[src/rtl/serial_arith_pkg.sv]
// Shared types and helpers for the bit-serial arithmetic blocks.
// The FSM state enum, the default operand width and the bit-counter width helper.
package serial_arith_pkg;

  localparam int SERIAL_WIDTH_DEFAULT = 8;

  typedef enum logic [1:0] {
    IDLE  = 2'd0,
    SHIFT = 2'd1,
    HOLD  = 2'd2
  } serial_state_t;

  // Bit-counter width for a WIDTH-cycle serial pass; never narrower than one bit.
  function automatic int serial_cnt_width(input int width);
    return (width > 1) ? $clog2(width) : 1;
  endfunction

endpackage

[src/rtl/full_adder_cell.sv]
// Single-bit full adder: the one arithmetic cell the serial adder reuses every cycle.
module full_adder_cell (
  input  logic a,
  input  logic b,
  input  logic c,
  output logic s,
  output logic co
);

  logic p;

  assign p  = a ^ b;
  assign s  = p ^ c;
  assign co = (a & b) | (c & p);

endmodule

[src/rtl/serial_adder.sv]
// Bit-serial adder: {cout,sum} = a + b + cin, one bit per clock, LSB first, valid/ready on both sides.
// Defining SERIAL_ADDER_SUB_EN adds a 'sub' port that turns the operation into a - b - cin (borrow out on cout).
module serial_adder
  import serial_arith_pkg::*;
#(
  parameter int WIDTH = SERIAL_WIDTH_DEFAULT
) (
  input  logic             clk,
  input  logic             rst,
  input  logic             in_valid,
  output logic             in_ready,
  input  logic [WIDTH-1:0] a,
  input  logic [WIDTH-1:0] b,
  input  logic             cin,
`ifdef SERIAL_ADDER_SUB_EN
  input  logic             sub,
`endif
  output logic             out_valid,
  input  logic             out_ready,
  output logic [WIDTH-1:0] sum,
  output logic             cout
);

  localparam int CW = serial_cnt_width(WIDTH);
  localparam logic [CW-1:0] CNT_LAST = CW'(WIDTH - 1);

  generate
    if (WIDTH < 2 || WIDTH > 32) begin : g_bad_width
      $error("serial_adder: WIDTH must be in 2..32");
    end
  endgenerate

  serial_state_t    state_reg, state_next;
  logic [CW-1:0]    cnt_reg, cnt_next;
  logic [WIDTH-1:0] a_sr_reg, a_sr_next;
  logic [WIDTH-1:0] b_sr_reg, b_sr_next;
  logic [WIDTH-1:0] sum_sr_reg, sum_sr_next;
  logic             carry_reg, carry_next;
  logic             out_valid_reg, out_valid_next;
  logic             sub_sel;
  logic             sub_accept;

  // Subtract mode is a - b - cin = a + ~b + ~cin: invert b into the cell and the carry seed.
`ifdef SERIAL_ADDER_SUB_EN
  logic sub_reg, sub_next;

  assign sub_sel    = sub_reg;
  assign sub_accept = sub;

  always_ff @(posedge clk or posedge rst) begin
    if (rst) begin
      sub_reg <= 1'b0;
    end else begin
      sub_reg <= sub_next;
    end
  end

  always_comb begin
    sub_next = sub_reg;
    if (state_reg == IDLE && in_valid) begin
      sub_next = sub;
    end
  end
`else
  assign sub_sel    = 1'b0;
  assign sub_accept = 1'b0;
`endif

  logic fa_b, fa_s, fa_co;

  assign fa_b = b_sr_reg[0] ^ sub_sel;

  full_adder_cell u_cell (
    .a  (a_sr_reg[0]),
    .b  (fa_b),
    .c  (carry_reg),
    .s  (fa_s),
    .co (fa_co)
  );

  // Right-shifted copies of the operand registers; the vacated MSB fills with zero.
  logic [WIDTH-1:0] a_shr, b_shr, sum_shr;

  generate
    for (genvar gi = 0; gi < WIDTH - 1; gi++) begin : g_shift
      assign a_shr[gi]   = a_sr_reg[gi + 1];
      assign b_shr[gi]   = b_sr_reg[gi + 1];
      assign sum_shr[gi] = sum_sr_reg[gi + 1];
    end
  endgenerate

  assign a_shr[WIDTH-1]   = 1'b0;
  assign b_shr[WIDTH-1]   = 1'b0;
  assign sum_shr[WIDTH-1] = fa_s;

  always_ff @(posedge clk or posedge rst) begin
    if (rst) begin
      state_reg     <= IDLE;
      cnt_reg       <= '0;
      a_sr_reg      <= '0;
      b_sr_reg      <= '0;
      sum_sr_reg    <= '0;
      carry_reg     <= 1'b0;
      out_valid_reg <= 1'b0;
    end else begin
      state_reg     <= state_next;
      cnt_reg       <= cnt_next;
      a_sr_reg      <= a_sr_next;
      b_sr_reg      <= b_sr_next;
      sum_sr_reg    <= sum_sr_next;
      carry_reg     <= carry_next;
      out_valid_reg <= out_valid_next;
    end
  end

  always_comb begin
    state_next  = state_reg;
    cnt_next    = cnt_reg;
    a_sr_next   = a_sr_reg;
    b_sr_next   = b_sr_reg;
    sum_sr_next = sum_sr_reg;
    carry_next  = carry_reg;

    case (state_reg)
      IDLE: begin
        if (in_valid) begin
          a_sr_next  = a;
          b_sr_next  = b;
          carry_next = cin ^ sub_accept;
          cnt_next   = '0;
          state_next = SHIFT;
        end
      end
      SHIFT: begin
        a_sr_next   = a_shr;
        b_sr_next   = b_shr;
        sum_sr_next = sum_shr;
        carry_next  = fa_co;
        cnt_next    = cnt_reg + CW'(1);
        if (cnt_reg == CNT_LAST) begin
          state_next = HOLD;
        end
      end
      HOLD: begin
        if (out_ready) begin
          state_next = IDLE;
        end
      end
      default: begin
        state_next = IDLE;
      end
    endcase

    out_valid_next = (state_next == HOLD);
  end

  assign in_ready  = (state_reg == IDLE);
  assign out_valid = out_valid_reg;
  assign sum       = sum_sr_reg;
  // In subtract mode the final carry is the inverse of the borrow out.
  assign cout      = carry_reg ^ sub_sel;

endmodule

[config.mk]
export PLATFORM = sky130hd
export DESIGN_NAME = serial_adder
export DESIGN_NICKNAME = d
export VERILOG_FILES = /design/src/rtl/serial_arith_pkg.sv /design/src/rtl/full_adder_cell.sv /design/src/rtl/serial_adder.sv
export SDC_FILE = /design/constraint.sdc
export NUM_CORES = 1
export LEC_CHECK = 0
export CAP_MARGIN = 30
export CORE_ASPECT_RATIO = 1.25
export CORE_MARGIN = 1.5
export CORE_UTILIZATION = 40
export CTS_BUF_LIST = sky130_fd_sc_hd__clkbuf_16
export DETAILED_ROUTE_END_ITERATION = 8
export GPL_TIMING_DRIVEN = 0
export PLACE_DENSITY = 0.65
export SLEW_MARGIN = 10
export SYNTH_ARGS = -nofsm -noshare
export SYNTH_HDL_FRONTEND = slang
export SYNTH_HIERARCHICAL = 1
export SYNTH_SLANG_ARGS = --single-unit
[constraint.sdc]
create_clock -name clk -period 2.1 [get_ports clk]
set_input_delay 0.525 -clock clk [delete_from_list [all_inputs] [get_ports clk]]
set_output_delay 0.525 -clock clk [all_outputs]
set_load 0.03 [all_outputs]
; Yosys cells after proc, flatten, opt, wreduce, memory -nomap -nowiden
; Index checks and enable logic that the tools add are counted.
[totals]
reg_bits = 31
input_bits = 21
out_inout_bits = 11
wordCells = 33
[classes]
add_sub_neg = 1
eq_ne = 5
muxes = 12
bitwise_logic = 5
reduce_logical = 3
[op_table]
columns = op, n
row1 = $pmux 8 s2, 2
row2 = $mux 8, 2
row3 = $mux 2, 3
row4 = $pmux 2 s3, 1
row5 = $pmux 3 s2, 1
row6 = $eq 2x2->1 const B, 2
row7 = $add 3x1->3 const B, 1
row8 = $eq 3x3->1 const B, 1
row9 = $mux 3, 1
row10 = $and 1x1->1, 2
row11 = $eq 2x1->1 const B, 1
row12 = $logic_not 2->1, 1
row13 = $ne 2x2->1 const B, 1
row14 = $pmux 1 s2, 1
row15 = $reduce_and 2->1, 1
row16 = $reduce_bool 2->1, 1
row17 = $xor 1x1->1, 2
row18 = $mux 1, 1
row19 = $or 1x1->1, 1

; Longest topological paths before layout
; Gate-level depths: netlist (run 1).
[logic_depth]
word_depth = 4
depth_mapped = 6
mapped_depth_nobuf = 4

; Cells and area by module
; Netlist (run 1), hierarchy kept.
[modules_own_cells]
columns = module, n_inst, cells_each, area_per_inst_um2, seq_area_each_um2
row1 = serial_adder, 1, 142, 1496.4, 775.7
row2 = full_adder_cell, 1, 1, 20.0, 0.0

; Worst setup path after synthesis (run 1)
; No wires, ideal clock.
[synth_timing]
kind = register -> output
from = reg state_reg[1]
to = out in_ready
t_arrival_ps = 979
slack_ps = 596
stages_incl_launch_ff = 4
n_path_buf = 2
cell_sequence = dfrtp_1 buf_6 buf_6 nor2_2
[synth_between]
elab_chain_len = 1
[synth_rtl]
columns = item, line_no
row1 = from (decl), serial_adder.sv:33  ; serial_state_t state_reg, state_next;
row2 = from (signal assigned), serial_adder.sv:106  ; state_reg <= state_next;
row3 = $logic_not 2->1, serial_adder.sv:157  ; assign in_ready = (state_reg == IDLE);
row4 = to (decl), serial_adder.sv:11  ; output logic in_ready,
; No other way between the ends.

; Worst setup path after layout (run 1)
; Ends and elaborated chain as after synthesis.

==> flow_summary.ini, run 1 <==
[pwr]
finalPower_mw = 3.14
peakVddDrop_mv = 0.702
p_leak_nw = 0.915
power.density_nw_per_um2 = 1530

[timing]
fin_skew_ns = 0.00514
hold_viol_final = 0
drv_slew = 0
relSlewSlack_pct = 55.4
setup-tns-final_ns = 0
post-route-min-period_ns = 2.04
period_share_pct = 97.3
whs_ns = 0.471
setup_viol = 0
max_freq_mhz = 489
grt_setup_unrepaired = false
worstMarginPinSlew_ns = 0.668

[floorplan]
ios = 32
fp-row-count = 24
die_h_um = 71.8
initial_core_util_pct = 42.8
coreArea_sq_um = 3540
fp.dieArea_sq_um = 4170
dieWidth_um = 58.1

[cells_and_area]
fin_area_sq_um = 2060
multi_input_area_sq_um = 644
nets = 206
n_antenna_cell = 0
drive_gt1_share_pct = 14.2
fillerInstances = 313
final_cells = 222
area_delta_synth_final_pct = 35.6
register_area_sq_um = 776

[clocking]
post_cts_buffers = 0
cts.clk_slew.worst_paths_ns = 0.05
cts_buffers = 5
cts_hold_buf = 0
cts_tree = done
clock-root-buffer = clkbuf_16
htreeDepth = 2
clock-sinks = 31
cts_resized = 3
cts.path.max_buffers = 2
clkLatencyLatePin_ns = 0.28

[routing]
drtIter0Drc = 62
vias = 1181
drtAntennaViolNets = 0
wl_um = 3150
routed_via_density = 5.32
dr.pass1.iters = 6
wl_per_cell_um = 14.2
drc = 5

[logic_synthesis]
syn-num-nets = 167
synth_cells = 143
synth_seq_area_share_pct = 51.2
synth_top_cell_by_area = dfrtp_1
synth_top_cell_area_share_pct = 51.2
avgSynthCellArea_sq_um = 10.6
synth_cell_types = 28
synth.top_cells.by_area = dfrtp_1 51%, nand2_1 7.9%, a221o_1 4.0%
netlist_area_sq_um = 1520
synth_warnings = 6
synth-seq-cells = 31

[placed_design]
gp_congestion = 0.799
portBuffers = 31
place_hpwl_um = 2310
place_inst = 214
dpl_cell_area_sq_um = 1890

[critical_path]
end_kind = primary output
required_ns = 1.57
cp.arrival_ns = 1.52
startpoint_type = register
path_max_fanout = 10
critical_path_class = register to primary output

[global_route]
grt_pass1_vias = 1195
antenna_found_initial = 0
grt_usage_pct = 17.6
grt-ovfl-total = 0
grt_pass1_wl_um = 5420
grt_max_degree = 18

[hold_path]
hold_class = register to register

[run]
max_cap_violations = 0

[outcome]
status = complete, but fails checks
failed_checks = design-rule violations
[routing by layer]
metal	up-vias	track usage, %	routed length [um]
li1	575	-	-
met1	565	20.2	1380
met2	37	29.0	1560
met3	4	5.96	156
met4	0	8.79	54
met5	-	0	0
[Yosys cell counts (all sizes together)]
library cell and count:
o22a 5, buf 8, nand2b 10, nor3b 8
nand2 32, a22o 2, o21bai 1, a221oi 3
fa 1, dfrtp 31, a32o 1, a221o 6
o21ai 10, nand3b 1, nor2 3, ha 2
clkbuf 1, a21oi 6, inv 6, nor2b 4
o221a 1, nand3 1
[placed cells by master, fill, tap and decap left out, types with 5 or more instances in the layout]
cell             count
nand2_1             32
inv_1                6
dfrtp_1             31
clkdlybuf4s50_1     30
nand2b_1             9
o22a_1               5
clkbuf_16            5
o21ai_1              6
a221o_1              6
a21oi_1              6
[critical path: stages, from the launching register on]
cell and delay (ns):
dfrtp_1 0.37, buf_6 0.13, buf_6 0.14, nor2_2 0.25, clkdlybuf4s15_2 0.35
[logic make-up (layout without fill, tap and decap cells)]
kind of cell | Yosys count | in the layout | share of synthesized area [%]
fa+ha+maj | 3 | 3 | 2.97
buf+inv | 15 | 55 | 6.35
flops | 31 | 31 | 51.2
compound gates | 35 | 35 | 17.7
simple gates | 59 | 59 | 21.9
[through the flow]
stage,setup WS (ns),util (%)
6_report,0.0557,58.0
5_1_grt,0.00268,58.0
4_1_cts,0.0382,58.0
3_5_place_dp,-0.0350,53.4
2_1_floorplan,0.596,-
3_3_place_gp,-0.0426,52.9
[final timing paths]
check                               to    startpoint  slack, ns  cells after the start
max                           in_ready  state_reg[1]       0.06                      4
min                             sum[0]        sum[0]       0.47                      2
max reg2reg                b_sr_reg[0]  state_reg[1]       0.79                      6
min reg2reg                     sum[0]        sum[0]       0.47                      2
max in group asynchronous  b_sr_reg[0]           rst       0.91                      3
min in group asynchronous       sum[4]           rst       0.65                      2
[power by group]
part           internal [mW]  total [mW]  switching (mW)
registers              0.863        1.04           0.173
clock network          0.552       0.802           0.250
logic                  0.606        1.30           0.695
total                   2.02        3.14            1.12
[final cells by class]
cell class | count | share of cell area [%]
Buffer | 9 | 3.59
Timing Repair Buffer | 32 | 15.9
Clock inverter | 3 | 1.89
Multi-Input combinational cell | 97 | 31.3
Clock buffer | 5 | 6.09
Tap cell | 39 | 2.37
Sequential cell | 31 | 37.7
Inverter | 6 | 1.10
Power figures use the tool's default switching activity.
==> run 2: changes to the inputs <==
--- a/config.mk
+++ b/config.mk
@@ -12,6 +12,7 @@
 export CTS_BUF_LIST = sky130_fd_sc_hd__clkbuf_16
 export DETAILED_ROUTE_END_ITERATION = 8
 export GPL_TIMING_DRIVEN = 0
+export MAX_ROUTING_LAYER = met4
 export PLACE_DENSITY = 0.65
 export SLEW_MARGIN = 10
 export SYNTH_ARGS = -nofsm -noshare
==> run 2 against run 1 <==
Against the previous run:
- the run still ends with design-rule violations left
- core utilization unchanged
- worst hold slack about the same
- non-clock buffer count unchanged
- critical path depth unchanged
- sequential cell count unchanged
- sequential power about the same
- setup slack about the same
- die area unchanged
- clock power about the same
- sequential share of layout area unchanged
- wire length up 0.29%
- total power about the same
- highest routed layer unchanged
==> flow_summary.ini, run 2 (same netlist as run 1, synthesis figures left out) <==
[clocking]
clock-sinks = 31
clock-root-buffer = clkbuf_16
cts_hold_buf = 0
htreeDepth = 2
cts_buffers = 5
cts.path.max_buffers = 2
post_cts_buffers = 0
cts.clk_slew.worst_paths_ns = 0.05
cts_tree = done
clkLatencyLatePin_ns = 0.28

[cells_and_area]
nets = 206
n_antenna_cell = 0
layout_commonest_cell = nand2_1
final_cell_mix = 32 x nand2_1, 31 x dfrtp_1, 30 x clkdlybuf4s50_1
final_cells = 222
fillerInstances = 313
drive_gt1_share_pct = 14.2
fin_area_sq_um = 2060
area_delta_synth_final_pct = 35.6

[timing]
drv_slew = 0
post-route-min-period_ns = 2.04
hold_viol_final = 0
max_freq_mhz = 489
worstMarginPinSlew_ns = 0.674
setup_viol = 0
fin_skew_ns = 0.00521
relSlewSlack_pct = 55.1
grt_setup_unrepaired = false
period_share_pct = 97.4

[placed_design]
place_hpwl_um = 2310
portBuffers = 31
dpl_cell_area_sq_um = 1890
place_inst = 214
gp_congestion = 0.810

[global_route]
grt_usage_pct = 18.2
grt-ovfl-total = 0
grt_max_degree = 18
antenna_found_initial = 0
grt_pass1_wl_um = 5420
grt_pass1_vias = 1192

[routing]
drc = 5
drtIter0Drc = 67
wl_um = 3160
wl_per_cell_um = 14.2
vias = 1185
routed_via_density = 5.34
dr.pass1.iters = 6
drtAntennaViolNets = 0

[run]
max_cap_violations = 0

[critical_path]
reg2reg_to = b_sr_reg[0]
end_kind = primary output
rrSetupSlack_ns = 0.79
required_ns = 1.57
critical_path_class = register to primary output
path_max_fanout = 10
r2r_start = state_reg[1]
reg2regPathDepth = 6
startpoint_type = register
cp.arrival_ns = 1.52

[outcome]
failed_checks = design-rule violations
status = complete, but fails checks

[hold_path]
hold_end = sum[0]
holdPathStages = 2
min-delay-start = sum[0]
hold_class = register to register

[pwr]
peakVddDrop_mv = 0.698
p_leak_nw = 0.915
finalPower_mw = 3.14
power.density_nw_per_um2 = 1530

[floorplan]
dieWidth_um = 58.1
die_h_um = 71.8
initial_core_util_pct = 42.8
fp.dieArea_sq_um = 4170
fp-row-count = 24
ios = 32
coreArea_sq_um = 3540
## run 2: what timing repair did
item / in CTS / in global routing
resized for setup: 3 / 0
hold endpoints to repair: 0 / 0
endpoints found under the setup margin: 1 / 0
## run 2: how the worst max path moves through the flow
| stage | startpoint | to | slack, ns | cells past startpoint |
|---|---|---|---|---|
| final | state_reg[1] | in_ready | 0.06 | 4 |
| after floorplan | state_reg[1] | in_ready | 0.60 | 3 |
| after CTS | state_reg[1] | in_ready | 0.04 | 4 |
| after global routing | state_reg[1] | in_ready | 0.003 | 4 |
| after global placement | state_reg[1] | in_ready | -0.04 | 4 |
| after detailed placement | state_reg[1] | in_ready | -0.04 | 4 |
## run 2: final cells by class
type | count | area [sq um] | share of cell area, %
well taps | 39 | 48.8 | 2.37
clock inverters | 3 | 38.8 | 1.89
inverters | 6 | 22.5 | 1.10
plain buffers | 9 | 73.8 | 3.59
clock buffers | 5 | 125 | 6.09
repair buffers | 32 | 327 | 15.9
multi-input cells | 97 | 644 | 31.3
flip-flops and latches | 31 | 776 | 37.7
## run 2: per-stage QoR
step / setup TNS (ns) / utilization [%] / setup slack, ns / hold slack [ns]
2_1_floorplan: 0 / - / 0.596 / 0.467
3_3_place_gp: -0.0426 / 52.9 / -0.0426 / 0.462
3_5_place_dp: -0.0350 / 53.4 / -0.0350 / 0.466
4_1_cts: 0 / 58.0 / 0.0382 / 0.477
5_1_grt: 0 / 58.0 / 0.00268 / 0.526
6_report: 0 / 58.0 / 0.0552 / 0.471
## run 2: critical path, stage by stage, from the launching register on
cell             delay [ns]
dfrtp_1                0.37
buf_6                  0.13
buf_6                  0.14
nor2_2                 0.25
clkdlybuf4s15_2        0.35
## run 2: power by group
part / internal (mW) / switching (mW) / leakage, nW
sequential: 0.863 / 0.175 / 0.383
combinational: 0.606 / 0.696 / 0.450
clock: 0.552 / 0.249 / 0.0812
## run 2: layer usage
layer  part of all wire, %  vias to the layer above  GRT usage, %
met3                   5.1                        4          5.96
met1                    44                      567          20.2
met2                    49                       39          29.0
met5                     0                        -             -
li1                      -                      575             -
met4                   1.7                        0          8.79
==> run 3: changes to the inputs <==
--- a/config.mk
+++ b/config.mk
@@ -10,6 +10,7 @@
 export CORE_MARGIN = 1.5
 export CORE_UTILIZATION = 40
 export CTS_BUF_LIST = sky130_fd_sc_hd__clkbuf_16
+export CTS_CLUSTER_DIAMETER = 30
 export DETAILED_ROUTE_END_ITERATION = 8
 export GPL_TIMING_DRIVEN = 0
 export MAX_ROUTING_LAYER = met4
==> results of run 3 <==
The final DEF is identical to that of run 2; final timing and power are the same.
